--- src/rtl/uart_rx_capture.sv ---
// ============================================================================
// uart_rx_capture : programmable-rate serial receiver with FWFT receive FIFO
// Rev 1.0
// ============================================================================
`timescale 1ns/1ps
`default_nettype none

module uart_rx_capture #(
    parameter int DIV_W      = 16,
    parameter int DATA_BITS  = 8,
    parameter int PARITY     = 0,
    parameter int STOP_BITS  = 1,
    parameter int FIFO_DEPTH = 16
) (
    input  logic                          clk,
    input  logic                          resetn,
    input  logic                          rx,
    input  logic [DIV_W-1:0]              cfg_div,
    input  logic                          rd_en,
    output logic                          rd_valid,
    output logic [DATA_BITS-1:0]          rd_data,
    output logic                          rd_frame_err,
    output logic                          rd_parity_err,
    output logic [$clog2(FIFO_DEPTH):0]   fifo_count,
    output logic                          overrun,
    input  logic                          ovr_clr,
    output logic                          busy
);

    localparam int                   c_addr_w    = $clog2(FIFO_DEPTH);
    localparam int                   c_word_w    = DATA_BITS + 2;
    localparam logic [3:0]           c_last_data = 4'(DATA_BITS - 1);
    localparam logic [3:0]           c_last_stop = 4'(STOP_BITS - 1);
    localparam logic [DIV_W-1:0]     c_min_div   = DIV_W'(4);
    localparam logic [DIV_W-1:0]     c_one       = DIV_W'(1);
    localparam logic                 c_odd       = (PARITY == 1);
    localparam logic [c_addr_w:0]    c_depth     = (c_addr_w + 1)'(FIFO_DEPTH);

    typedef enum logic [2:0] {
        S_IDLE  = 3'd0,
        S_START = 3'd1,
        S_DATA  = 3'd2,
        S_PAR   = 3'd3,
        S_STOP  = 3'd4
    } state_t;

    state_t                 r_state;
    state_t                 w_state_next;

    logic                   r_sync1;
    logic                   r_sync2;
    logic                   r_prev;
    logic [DIV_W-1:0]       r_div_q;
    logic [DIV_W-1:0]       r_cnt;
    logic [3:0]             r_bit_cnt;
    logic [DATA_BITS-1:0]   r_shift;
    logic                   r_par_err;
    logic                   r_frame_err;

    logic                   w_start_edge;
    logic                   w_sample;
    logic                   w_push;
    logic                   w_par_bad;
    logic [DIV_W-1:0]       w_div_eff;
    logic [c_word_w-1:0]    w_push_word;

    logic [c_word_w-1:0]    r_mem [FIFO_DEPTH];
    logic [c_addr_w-1:0]    r_wptr;
    logic [c_addr_w-1:0]    r_rptr;
    logic [c_addr_w:0]      r_count;
    logic                   r_overrun;

    logic                   w_empty;
    logic                   w_full;
    logic                   w_pop;
    logic                   w_wr;
    logic                   w_ovr_set;
    logic [c_word_w-1:0]    w_head;

    // Synchroniser plus one extra stage for falling-edge detection
    always_ff @(posedge clk or negedge resetn) begin
        if (!resetn) begin
            r_sync1 <= 1'b1;
            r_sync2 <= 1'b1;
            r_prev  <= 1'b1;
        end else begin
            r_sync1 <= rx;
            r_sync2 <= r_sync1;
            r_prev  <= r_sync2;
        end
    end

    assign w_start_edge = ~r_sync2 & r_prev;
    assign w_sample     = (r_cnt == '0);
    assign w_div_eff    = (cfg_div < c_min_div) ? c_min_div : cfg_div;
    assign w_par_bad    = ((^r_shift) ^ r_sync2) != c_odd;
    assign w_push_word  = {r_frame_err | ~r_sync2, r_par_err, r_shift};

    always_ff @(posedge clk or negedge resetn) begin
        if (!resetn) begin
            r_state <= S_IDLE;
        end else begin
            r_state <= w_state_next;
        end
    end

    always_comb begin
        w_state_next = r_state;
        w_push       = 1'b0;
        case (r_state)
            S_IDLE: begin
                if (w_start_edge) begin
                    w_state_next = S_START;
                end
            end
            S_START: begin
                if (w_sample) begin
                    w_state_next = r_sync2 ? S_IDLE : S_DATA;
                end
            end
            S_DATA: begin
                if (w_sample && (r_bit_cnt == c_last_data)) begin
                    w_state_next = (PARITY != 0) ? S_PAR : S_STOP;
                end
            end
            S_PAR: begin
                if (w_sample) begin
                    w_state_next = S_STOP;
                end
            end
            S_STOP: begin
                if (w_sample && (r_bit_cnt == c_last_stop)) begin
                    w_state_next = S_IDLE;
                    w_push       = 1'b1;
                end
            end
            default: w_state_next = S_IDLE;
        endcase
    end

    // Bit timing and frame assembly; the period is frozen per frame in r_div_q
    always_ff @(posedge clk or negedge resetn) begin
        if (!resetn) begin
            r_div_q     <= '0;
            r_cnt       <= '0;
            r_bit_cnt   <= '0;
            r_shift     <= '0;
            r_par_err   <= 1'b0;
            r_frame_err <= 1'b0;
        end else if (r_state == S_IDLE) begin
            if (w_start_edge) begin
                r_div_q     <= w_div_eff;
                r_cnt       <= (w_div_eff >> 1) - c_one;
                r_bit_cnt   <= '0;
                r_par_err   <= 1'b0;
                r_frame_err <= 1'b0;
            end
        end else begin
            r_cnt <= w_sample ? (r_div_q - c_one) : (r_cnt - c_one);
            if (w_sample) begin
                r_bit_cnt <= (w_state_next != r_state) ? 4'd0 : (r_bit_cnt + 4'd1);
                case (r_state)
                    S_DATA:  r_shift   <= {r_sync2, r_shift[DATA_BITS-1:1]};
                    S_PAR:   r_par_err <= w_par_bad;
                    S_STOP: begin
                        if (!r_sync2) begin
                            r_frame_err <= 1'b1;
                        end
                    end
                    default: ;
                endcase
            end
        end
    end

    assign w_empty   = (r_count == '0);
    assign w_full    = (r_count == c_depth);
    assign w_pop     = rd_en & ~w_empty;
    assign w_wr      = w_push & (~w_full | w_pop);
    assign w_ovr_set = w_push & w_full & ~w_pop;

    always_ff @(posedge clk) begin
        if (w_wr) begin
            r_mem[r_wptr] <= w_push_word;
        end
    end

    always_ff @(posedge clk or negedge resetn) begin
        if (!resetn) begin
            r_wptr    <= '0;
            r_rptr    <= '0;
            r_count   <= '0;
            r_overrun <= 1'b0;
        end else begin
            if (w_wr) begin
                r_wptr <= r_wptr + 1'b1;
            end
            if (w_pop) begin
                r_rptr <= r_rptr + 1'b1;
            end
            r_count <= r_count + {{c_addr_w{1'b0}}, w_wr} - {{c_addr_w{1'b0}}, w_pop};
            if (w_ovr_set) begin
                r_overrun <= 1'b1;
            end else if (ovr_clr) begin
                r_overrun <= 1'b0;
            end
        end
    end

    // Head is masked while empty so stale storage never reaches the outputs
    assign w_head        = r_mem[r_rptr];
    assign rd_valid      = ~w_empty;
    assign rd_data       = w_empty ? '0 : w_head[DATA_BITS-1:0];
    assign rd_parity_err = ~w_empty & w_head[c_word_w-2];
    assign rd_frame_err  = ~w_empty & w_head[c_word_w-1];
    assign fifo_count    = r_count;
    assign overrun       = r_overrun;
    assign busy          = (r_state != S_IDLE);

endmodule

`default_nettype wire
--- config.mk ---
export PLATFORM = sky130hd
export DESIGN_NAME = uart_rx_capture
export DESIGN_NICKNAME = d
export VERILOG_FILES = /design/src/rtl/uart_rx_capture.sv
export SDC_FILE = /design/constraint.sdc
export NUM_CORES = 1
export LEC_CHECK = 0
export ABC_AREA = 1
export CORE_ASPECT_RATIO = 0.5
export CORE_MARGIN = 1.5
export CORE_UTILIZATION = 55
export DETAILED_ROUTE_END_ITERATION = 10
export GPL_TIMING_DRIVEN = 1
export HOLD_SLACK_MARGIN = 0.05
export PLACE_DENSITY = 0.76
export SYNTH_ARGS = -nofsm -noshare
export SYNTH_HDL_FRONTEND = slang
export SYNTH_SLANG_ARGS = --single-unit
--- constraint.sdc ---
create_clock -name clk -period 2.8 [get_ports clk]
set_clock_uncertainty 0.05 [all_clocks]
set_input_delay 0.42 -clock clk [delete_from_list [all_inputs] [get_ports clk]]
set_output_delay 0.42 -clock clk [all_outputs]
set_load 0.05 [all_outputs]
==> results of run 1 <==
==> registers in the layout, indices dropped and copies added (netlist names) <==
name         flops
r_par_err        1
r_sync2          1
overrun          1
r_wptr           4
r_sync1          1
r_bit_cnt        4
r_mem          160
r_prev           1
fifo_count       5
r_div_q         16
r_shift          8
r_rptr           4
r_frame_err      1
r_cnt           16
r_state          3
==> timing repair <==
action / in CTS / in global routing
resized for setup: 6 / 32
buffers inserted: 0 / 22
endpoints found under the hold margin: 25 / 0
setup endpoints to repair: 10 / 14
cloned: 1 / 2
hold buffers: 1 / 0
pin swaps: 0 / 18
==> synthesized netlist by cell type, types with 2 or more instances <==
cell	count	area, sq um
nor3_1	4	20.0
nor2_1	154	578
inv_2	3	11.3
nor2_4	4	45.0
nand3_1	61	305
xnor2_1	6	52.6
a31oi_1	2	12.5
nor2_2	7	43.8
edfxtp_1	160	4800
nand2_1	157	589
dfrtp_1	63	1580
clkbuf_1	33	124
xor2_1	18	158
nand4_1	13	81.3
inv_1	64	240
nand2_2	3	18.8
o221ai_1	30	263
ha_1	14	175
nand3_2	6	60.1
o21ai_0	103	515
mux2i_1	8	80.1
buf_2	8	40.0
dfstp_2	3	78.8
a21oi_1	13	65.1
o22ai_1	11	68.8
==> worst paths after layout <==
path | slack [ps] | from | endpoint | cells past startpoint
setup reg to reg | 90 | r_cnt[8]$_DFFE_PN0P_ | fifo_count[4]$_DFF_PN0_ | 15
setup / recovery | 60 | r_rptr[1]$_DFFE_PN0P_ | rd_data[6] | 7
hold / removal | 310 | rx | r_sync1$_DFF_PN1_ | 1
min in group asynchronous | 460 | resetn | r_div_q[9]$_DFFE_PN0P_ | 2
hold reg to reg | 310 | r_sync1$_DFF_PN1_ | r_sync2$_DFF_PN1_ | 0
max in group asynchronous | 1530 | resetn | r_prev$_DFF_PN1_ | 3
==> power breakdown <==
group | switching [uW] | leakage (uW) | internal (uW)
clock network | 1210 | 0.000324 | 1490
logic | 3740 | 0.00231 | 2310
registers | 272 | 0.00255 | 3880
total | 5230 | 0.00518 | 7680
==> layer usage <==
metal | global-route usage, % | wire, um
met1 | 33.7 | 9980
met4 | 4.53 | 309
met2 | 42.8 | 11900
met3 | 3.90 | 1910
met5 | 0 | 0
==> worst max-delay path, cell delays in order (launching register included) <==
cell and delay [ps]:
dfrtp_2 450, clkinvlp_4 160, buf_4 160, o21ai_0 80, o221ai_1 260, nand3_1 210, a21oi_2 270, buf_12 170
==> per-stage QoR <==
| stage | utilization, % | total power [uW] |
|---|---|---|
| 2_1_floorplan | - | 7680 |
| 3_3_place_gp | 62.6 | 9480 |
| 3_5_place_dp | 62.6 | 9620 |
| 4_1_cts | 66.6 | 12400 |
| 5_1_grt | 68.4 | 13600 |
| 6_report | 68.4 | 12900 |
==> area by class of cell <==
type / instances / area, sq um
inverters: 68 / 267
well taps: 234 / 293
fillers: 1243 / 5590
multi-input cells: 624 / 3360
clock buffers: 25 / 541
flip-flops and latches: 226 / 6470
clock inverters: 13 / 100
repair buffers: 102 / 1080
==> logic make-up after synthesis <==
group / Yosys count / synth area share (%)
AOI/OAI and AO/OA: 164 / 9.48
adders and majority gates: 15 / 1.93
and+or+nand+nor: 413 / 17.7
buffers and inverters: 111 / 4.28
xor gates and xnor gates: 24 / 2.07
DFF: 226 / 63.7
muxes: 8 / 0.790
==> metrics.md, run 1 <==
| Metric | Value |
|---|---|
| Status | `completed` |
| DR vias/cell | `5.82` |
| Initial antenna violation count | `0` |
| Crit path arrival time | `2270 ps` |
| H-tree depth reported by CTS | `1` |
| CTS Buf Count | `21` |
| Row count | `34` |
| RSZ-0062 raised after global routing | `yes` |
| Fin. max-slew vios | `0` |
| Drt drc | `0` |
| CTS tree | `built` |
| GRT overflow | `0` |
| Most used flip-flop cell after synthesis | `edfxtp_1` |
| Mapped Area | `10,100 sq um` |
| Die height | `99.0 um` |
| Slew HR | `50.9%` |
| Fmax | `0.365 GHz` |
| Dpl cell area | `11,100 sq um` |
| Final Cycle Share | `97.8%` |
| # IOs | `39` |
| Total Nets Final | `1,079` |
| P per Cell Area | `1070 nW/um^2` |
| Endpoints failing hold | `0` |
| Hold WC Path Type | `in2reg` |
| CTS Root Cell | `clkbuf_16` |
| Gate Count Post-Synth | `961` |
| Sink Count | `226` |
| Synthesis-to-finish area growth | `19.4%` |
| Final setup viols | `0` |
| Critical path required time | `2330 ps` |
| Vias in the first global route | `7,239` |
| Drt pass-1 iters | `5` |
| Initial Util | `57.3%` |
| Ant. Diodes | `0` |
| CP Capture Type | `output pin` |
| EDFF count, synth | `160` |
| Slew @ Worst Pin | `736 ps` |
| Largest net degree at the start of global routing | `57` |
| Ys Warns | `0` |
| Fin cells | `1,292` |
| Pre-CTS setup slack | `34.4 ps` |
| Flops & latches, synth | `226` |
| DP HPWL | `14.7 mm` |
| Min Hold Slack | `306 ps` |
| Share of post-route cells with drive strength above 1 | `16.1%` |
| Post-synthesis sequential area ratio | `63.7%` |
| Mapped Nets | `997` |
| Clock buffer depth | `3` |
| GPL Wtd Cong | `0.904` |
| Worst skew pair latency | `510 ps` |
| Final WS setup | `62.4 ps` |
| Die width | `195 um` |
| Clock-pin transition on the worst setup and hold timing paths | `70 ps` |
| Syn Area/Cell | `10.5 sq um` |
| Via count | `7,517` |
| First-pass GRT wire length | `37.6 mm` |
| Placed cell count | `1,228` |
| Die area | `19,300 sq um` |
| Final Cell Area | `12,100 sq um` |
| Lkg Pwr | `0.00518 uW` |
| Distinct cells, synth | `38` |
| Peak VDD IR | `0.611 mV` |
| CP max FO | `6` |
| Initial DRC Count | `855` |
| CP Launch Type | `flop` |
| Avg WL per Cell | `18.6 um` |
| Tmin final | `2740 ps` |
| Final ANT Viol Nets | `0` |
| # Max-Cap Violations | `0` |
| Tot GR Track Use | `24.7%` |
| Core area | `17,700 sq um` |
| Port Buffers | `38` |
| Asr flop ratio synth | `29.2%` |
| Post-Route Setup TNS | `0 ps` |
| Commonest non-fill, non-tap cell in the layout | `edfxtp_1` |
| Most frequent cells in the layout | `edfxtp_1, nand2_1, nor2_1` |
| Setup CP Type | `reg2out` |
| Routed wire length | `24.0 mm` |
No activity file was read; power rests on OpenSTA's default activity.
==> run 2: changes to the inputs <==
--- a/config.mk
+++ b/config.mk
@@ -8,11 +8,12 @@
 export ABC_AREA = 1
 export CORE_ASPECT_RATIO = 0.5
 export CORE_MARGIN = 1.5
-export CORE_UTILIZATION = 55
+export CORE_UTILIZATION = 57
 export DETAILED_ROUTE_END_ITERATION = 10
+export DONT_BUFFER_PORTS = 1
 export GPL_TIMING_DRIVEN = 1
 export HOLD_SLACK_MARGIN = 0.05
-export PLACE_DENSITY = 0.76
+export PLACE_DENSITY = 0.84
 export SYNTH_ARGS = -nofsm -noshare
 export SYNTH_HDL_FRONTEND = slang
 export SYNTH_SLANG_ARGS = --single-unit
==> run 2 against run 1 <==
  * The run now ends with negative setup slack left
  * Clock power is 4% higher
  * Sequential power about the same
  * Die area is 3.4% lower
  * Maximum frequency is 8.4% lower
  * Non-clock buffer count is 7 lower
  * Total power grew 3.0%
  * Critical path depth is 2 higher
  * Flip-flop and latch count unchanged
  * Clock-buffer cell count increased by 11
  * Final area grew 0.30%
  * First-iteration DRC count rose by 56%
  * Combinational power increased by 4.8%
  * Critical endpoint is now rd_frame_err
==> metrics.md, run 2 (synthesis results as in run 1) <==
| Metric | Value |
|---|---|
| Status | `finished with violations` |
| # Max-Cap Violations | `0 (unchanged)` |
| Port Buffers | `0 (-100%)` |
| Switching share of total power | `42.4% (+1.9 points)` |
| Initial DRC Count | `1,338 (+56%)` |
| Lkg Pwr | `0.00517 uW (-0.18%)` |
| Avg WL per Cell | `22.3 um (+20%)` |
| Routed wire length | `28.7 mm (+19%)` |
| Pwr Total | `13,300 uW (+3.0%)` |
| FILL cells | `1,066 (-14%)` |
| Sink Count | `226 (unchanged)` |
| Via count | `8,084 (+7.5%)` |
| Pint | `7650 uW (-0.31%)` |
| Final ANT Viol Nets | `0 (unchanged)` |
| GPL Wtd Cong | `0.931 (+2.9%)` |
| Fin. max-slew vios | `0 (unchanged)` |
| CP Launch Type | `flop` |
| CP Capture Type | `output pin` |
| Initial Util | `58.3% (+0.98 points)` |
| Placed cell count | `1,213 (-1.2%)` |
| First-pass GRT wire length | `41.3 mm (+9.7%)` |
| Row count | `34 (unchanged)` |
| Die width | `192 um (-1.7%)` |
| CTS Root Cell | `clkbuf_16` |
| Tot GR Track Use | `28.7% (+4.0 points)` |
| GRT overflow | `0 (unchanged)` |
| Fin util | `69.8% (+1.4 points)` |
| Fin cells | `1,285 (-0.54%)` |
| Met1 usage in global routing | `39.5% (+5.8 points)` |
| Drt drc | `0 (unchanged)` |
| Die area | `18,600 sq um (-3.4%)` |
| Max FFs per register | `160 (unchanged)` |
| CTS tree | `built` |
| Peak VDD IR | `0.522 mV (-15%)` |
| DR vias/cell | `6.29 (+8.1%)` |
| Most frequent cells in the layout | `edfxtp_1, nand2_1, nor2_1` |
| Met2 GRT Util | `46.2% (+3.4 points)` |
| WHS Path Cells | `2 (+1)` |
| Reg with most FFs | `r_mem` |
| Final Cycle Share | `107% (+9.0 points)` |
| Core area | `17,400 sq um (-1.7%)` |
| R2R Path Start | `r_cnt[7]$_DFFE_PN0P_` |
| CP max FO | `5 (-1)` |
| Share of post-route cells with drive strength above 1 | `17.8% (+1.7 points)` |
| Reg2Reg Setup Slack | `10 ps (-80 ps)` |
| Capture point of the worst reg-to-reg path | `fifo_count[2]$_DFF_PN0_` |
| Clock-pin transition on the worst setup and hold timing paths | `60 ps (about the same)` |
| Net load switching power | `5640 uW (+7.8%)` |
| Top flop regs | `r_mem (160), r_cnt (16), r_div_q (16)` |
| R2R depth | `15 (unchanged)` |
| Fmax | `0.334 GHz (-8.4%)` |
| DP HPWL | `16.2 mm (+9.9%)` |
| Clock buffer depth | `3 (unchanged)` |
| Tmin final | `2990 ps (+252 ps)` |
| RSZ-0062 raised after global routing | `yes` |
| Clock Power Share | `21.2% (+0.3 points)` |
| Post-Route Setup TNS | `-615 ps (-615 ps)` |
| Synthesis-to-finish area growth | `19.8%` |
| Endpoints failing hold | `0 (unchanged)` |
| Worst skew pair latency | `510 ps (about the same)` |
| # IOs | `39 (unchanged)` |
| Critical path required time | `2330 ps (about the same)` |
| Violated checks | `negative setup slack` |
| Most Crowded Layer GR | `met2` |
| Drt pass-1 iters | `6 (+1)` |
| Ant. Diodes | `0 (unchanged)` |
| Gate power share | `47.7% (+0.8 points)` |
| CTS Buf Count | `21 (unchanged)` |
| Hold WC Path Type | `in2reg` |
| Die height | `97.3 um (-1.7%)` |
| Setup CP Type | `reg2out` |
| Crit path arrival time | `2520 ps (+250 ps)` |
| Final WS setup | `-190 ps (-252 ps)` |
| WHS Endpoint | `r_div_q[0]$_DFFE_PN0P_` |
| Initial antenna violation count | `0 (unchanged)` |
| P per Cell Area | `1090 nW/um^2 (+2.7%)` |
| Slew @ Worst Pin | `803 ps (+67.8 ps)` |
| Total Nets Final | `1,072 (-0.65%)` |
| Commonest non-fill, non-tap cell in the layout | `edfxtp_1` |
| H-tree depth reported by CTS | `1 (unchanged)` |
| Seq pwr share | `31.1% (-1.1 points)` |
| Met3 usage | `5.53% (+1.6 points)` |
| Final setup viols | `7 (+7)` |
| Hold Startpoint | `cfg_div[0]` |
| Vias in the first global route | `7,631 (+5.4%)` |
| Slew HR | `46.4% (-4.5 points)` |
| Largest net degree at the start of global routing | `67 (+18%)` |
[run 2: how the worst max path moves through the flow]
stage,start,end,slack (ps)
global placement,fifo_count[2]$_DFF_PN0_,fifo_count[4]$_DFF_PN0_,270
global route,r_rptr[0]$_DFFE_PN0P_,rd_frame_err,-150
floorplan,fifo_count[2]$_DFF_PN0_,fifo_count[4]$_DFF_PN0_,40
CTS,r_rptr[0]$_DFFE_PN0P_,rd_frame_err,4
finish,r_rptr[0]$_DFFE_PN0P_,rd_frame_err,-190
detailed placement,fifo_count[3]$_DFF_PN0_,fifo_count[4]$_DFF_PN0_,90
[run 2: per-stage QoR]
step	hold WS [ps]	instance area, sq um	setup slack [ps]
6_report	63.6	12100	-190
3_5_place_dp	76.4	10700	92.3
4_1_cts	56.2	11700	4.05
5_1_grt	52.6	12100	-153
2_1_floorplan	74.4	10200	37.9
3_3_place_gp	76.6	10700	267
[run 2: layer usage]
layer | wire length, um | share of wire, %
met1 | 10600 | 37
met2 | 13700 | 48
met3 | 3370 | 12
met4 | 1110 | 3.9
met5 | 0 | 0
[run 2: what timing repair did]
item,CTS,global route
hold buffers,16,1
hold endpoints to repair,80,1
resized for setup,16,81
pin swaps,4,29
gates cloned,2,6
buffers inserted,1,8
endpoints found under the setup margin,11,13
[run 2: power groups by stage]
| stage | Combinational [uW] | Sequential [uW] | Clock, uW |
|---|---|---|---|
| floorplan | 3410 | 4260 | 0 |
| global placement | 4840 | 4130 | 0 |
| detailed placement | 4970 | 4160 | 0 |
| CTS | 5330 | 4100 | 2790 |
| global route | 6710 | 4160 | 2950 |
| finish | 6340 | 4130 | 2810 |
[run 2: area by class of cell]
cell class              count  area [sq um]  area share, %
inverters                  68           264           2.17
clock inverters             2          38.8          0.320
clock buffers              36           622           5.12
repair buffers             95           995           8.19
flip-flops and latches    226          6460           53.3
multi-input cells         624          3460           28.5
well taps                 234           293           2.41
[run 2: worst max-delay path: stages (launching register included)]
cell,delay (ps)
dfrtp_2,500
clkinv_4,190
clkbuf_16,210
o21ai_1,230
o22ai_1,140
nor2_1,200
nor2_2,70
o21ai_1,190
a21oi_2,120
buf_6,170
==> run 3: changes to the inputs <==
--- a/config.mk
+++ b/config.mk
@@ -6,7 +6,7 @@
 export NUM_CORES = 1
 export LEC_CHECK = 0
 export ABC_AREA = 1
-export CORE_ASPECT_RATIO = 0.5
+export CORE_ASPECT_RATIO = 2
 export CORE_MARGIN = 1.5
 export CORE_UTILIZATION = 57
 export DETAILED_ROUTE_END_ITERATION = 10
==> run 3 against run 2 <==
  * The flow still finishes with violations (negative setup slack)
  * Sequential share of layout area shrank 0.11 points
  * Final area grew 0.27%
  * Worst hold slack gained 13 ps
  * First-iteration DRC count shrank 51%
==> metrics.md, run 3 (synthesis results as in run 1) <==
| Metric | Value |
|---|---|
| Most used cell along the critical path | `buf_4` |
| Fin util | `70.1% (+0.36 points)` |
| CTS tree | `built` |
| Final setup viols | `1 (-6)` |
| Fin. max-slew vios | `0 (unchanged)` |
| Port Buffers | `0 (unchanged)` |
| CTS Root Cell | `clkbuf_16` |
| Metal2 WL | `16.5 mm (+21%)` |
| Core area | `17,400 sq um (-0.24%)` |
| Commonest non-fill, non-tap cell in the layout | `edfxtp_1` |
| Slowest CP cell | `dfrtp_4` |
| Largest net degree at the start of global routing | `67 (unchanged)` |
| DP HPWL | `19.6 mm (+21%)` |
| CP top delay family | `buffers and inverters` |
| Metal-1 WL | `8.89 mm (-16%)` |
| P per Cell Area | `1080 nW/um^2 (-1.8%)` |
| Pre-CTS setup slack | `105 ps (+13.2 ps)` |
| Top layer in use | `met4` |
| Final ANT Viol Nets | `0 (unchanged)` |
| Initial DRC Count | `653 (-51%)` |
| Reg with most FFs | `r_mem` |
| CP max FO | `12 (+7)` |
| CP Launch Type | `flop` |
| Tmin final | `2830 ps (-160 ps)` |
| Drt pass-1 iters | `5 (-1)` |
| FILL cells | `1,196 (+12%)` |
| Lkg Pwr | `0.00521 uW (+0.77%)` |
| Fmax | `0.353 GHz (+5.6%)` |
| Sink Count | `226 (unchanged)` |
| Top flop regs | `r_mem (160), r_cnt (16), r_div_q (16)` |
| Routed wire length | `29.9 mm (+4.2%)` |
| Slew @ Worst Pin | `809 ps (+6.01 ps)` |
| Row count | `68 (+100%)` |
| Clock-pin transition on the worst setup and hold timing paths | `70 ps (about the same)` |
| Vias in the first global route | `7,926 (+3.9%)` |
| Avg WL per Cell | `23.6 um (+5.7%)` |
| Worst-path cell chain | `buf_12 > buf_4 > nor2_1 > o221ai_1 > nand3_1 > a21oi_1 > buf_4` |
| Share of post-route cells with drive strength above 1 | `18.9% (+1.1 points)` |
| RSZ-0062 raised after global routing | `yes` |
| Largest stage delay, worst path | `490 ps (about the same)` |
| Metal3 WL | `1.62 mm (-52%)` |
| Die area | `18,600 sq um (unchanged)` |
| # IOs | `39 (unchanged)` |
| GRT overflow | `0 (unchanged)` |
| Crit path arrival time | `2360 ps (-160 ps)` |
| Endpoints failing hold | `0 (unchanged)` |
| Initial antenna violation count | `0 (unchanged)` |
| Hold WC Path Type | `in2reg` |
| CTS Buf Count | `19 (-9.5%)` |
| Die height | `192 um (+97%)` |
| Final Cycle Share | `101% (-5.7 points)` |
| Via count | `7,879 (-2.5%)` |
| CP Capture Type | `output pin` |
| GPL Wtd Cong | `0.974 (+4.6%)` |
| Final WS setup | `-30.3 ps (+160 ps)` |
| Ant. Diodes | `0 (unchanged)` |
| Initial Util | `58.4% (+0.14 points)` |
| Violated checks | `negative setup slack` |
| Critical path required time | `2330 ps (about the same)` |
| Most frequent cells in the layout | `edfxtp_1, nand2_1, nor2_1` |
| DR vias/cell | `6.22 (-1.1%)` |
| Placed cell count | `1,191 (-1.8%)` |
| Slew HR | `46.0% (-0.34 points)` |
| First-pass GRT wire length | `42.9 mm (+3.9%)` |
| # Max-Cap Violations | `0 (unchanged)` |
| Pwr Total | `13,100 uW (-1.5%)` |
| Buf/Inv on CP | `3 (unchanged)` |
| Status | `finished with violations` |
| Setup CP Type | `reg2out` |
| Fin cells | `1,266 (-1.5%)` |
| Die width | `97.3 um (-49%)` |
| Tot GR Track Use | `30.8% (+2.0 points)` |
| Total Nets Final | `1,081 (+0.84%)` |
| Worst skew pair latency | `490 ps (-20 ps)` |
| Clock buffer depth | `3 (unchanged)` |
| Synthesis-to-finish area growth | `20.1%` |
| Peak VDD IR | `0.799 mV (+53%)` |
| H-tree depth reported by CTS | `1 (unchanged)` |
| Max FFs per register | `160 (unchanged)` |
| Drt drc | `0 (unchanged)` |
## run 3: path summary, 6_finish.rpt
check                                             start                       to  slack [ps]  cells after the start
worst max-delay path              r_rptr[0]$_DFFE_PN0P_               rd_data[6]         -30                      7
worst min-delay path                         cfg_div[3]   r_div_q[3]$_DFFE_PN0P_          80                      2
worst max register to register  fifo_count[2]$_DFF_PN0_  fifo_count[4]$_DFF_PN0_          50                     17
worst min register to register        r_sync1$_DFF_PN1_        r_sync2$_DFF_PN1_         300                      0
max in group asynchronous                        resetn    r_rptr[0]$_DFFE_PN0P_        1950                      2
min in group asynchronous                        resetn  r_div_q[14]$_DFFE_PN0P_         420                      2
## run 3: layout make-up
cell class / instances / area, sq um / area share (%)
repair buffers: 106 / 1130 / 9.26
flip-flops and latches: 226 / 6470 / 53.1
clock buffers: 21 / 493 / 4.05
well taps: 210 / 263 / 2.16
inverters: 68 / 269 / 2.21
clock inverters: 11 / 81.3 / 0.668
multi-input cells: 624 / 3470 / 28.5
## run 3: stage by stage
step	hold slack [ps]	setup TNS (ps)	area (sq um)
2_1_floorplan	74.4	0	10200
3_3_place_gp	79.1	0	10800
3_5_place_dp	78.8	0	10800
4_1_cts	64.9	-21.2	11700
5_1_grt	70.4	-256	12200
6_report	76.5	-30.3	12200
## run 3: what timing repair did
item,4_1_cts,5_1_grt
gates resized for setup,16,60
pin swaps,1,30
buffers inserted,2,18
setup endpoints to repair,10,15
endpoints found under the hold margin,81,0
cloned,1,5
hold buffers,17,0
## run 3: metal layers
| layer | up-vias | global-route usage, % |
|---|---|---|
| li1 | 3493 | - |
| met5 | - | 0 |
| met1 | 3792 | 28.5 |
| met2 | 436 | 59.4 |
| met3 | 158 | 3.35 |
| met4 | 0 | 24.7 |
## run 3: power breakdown
group / switching, uW / total (uW) / internal, uW
Sequential: 275 / 4160 / 3880
Clock: 1160 / 2520 / 1360
Combinational: 4140 / 6410 / 2270
Total: 5580 / 13100 / 7510
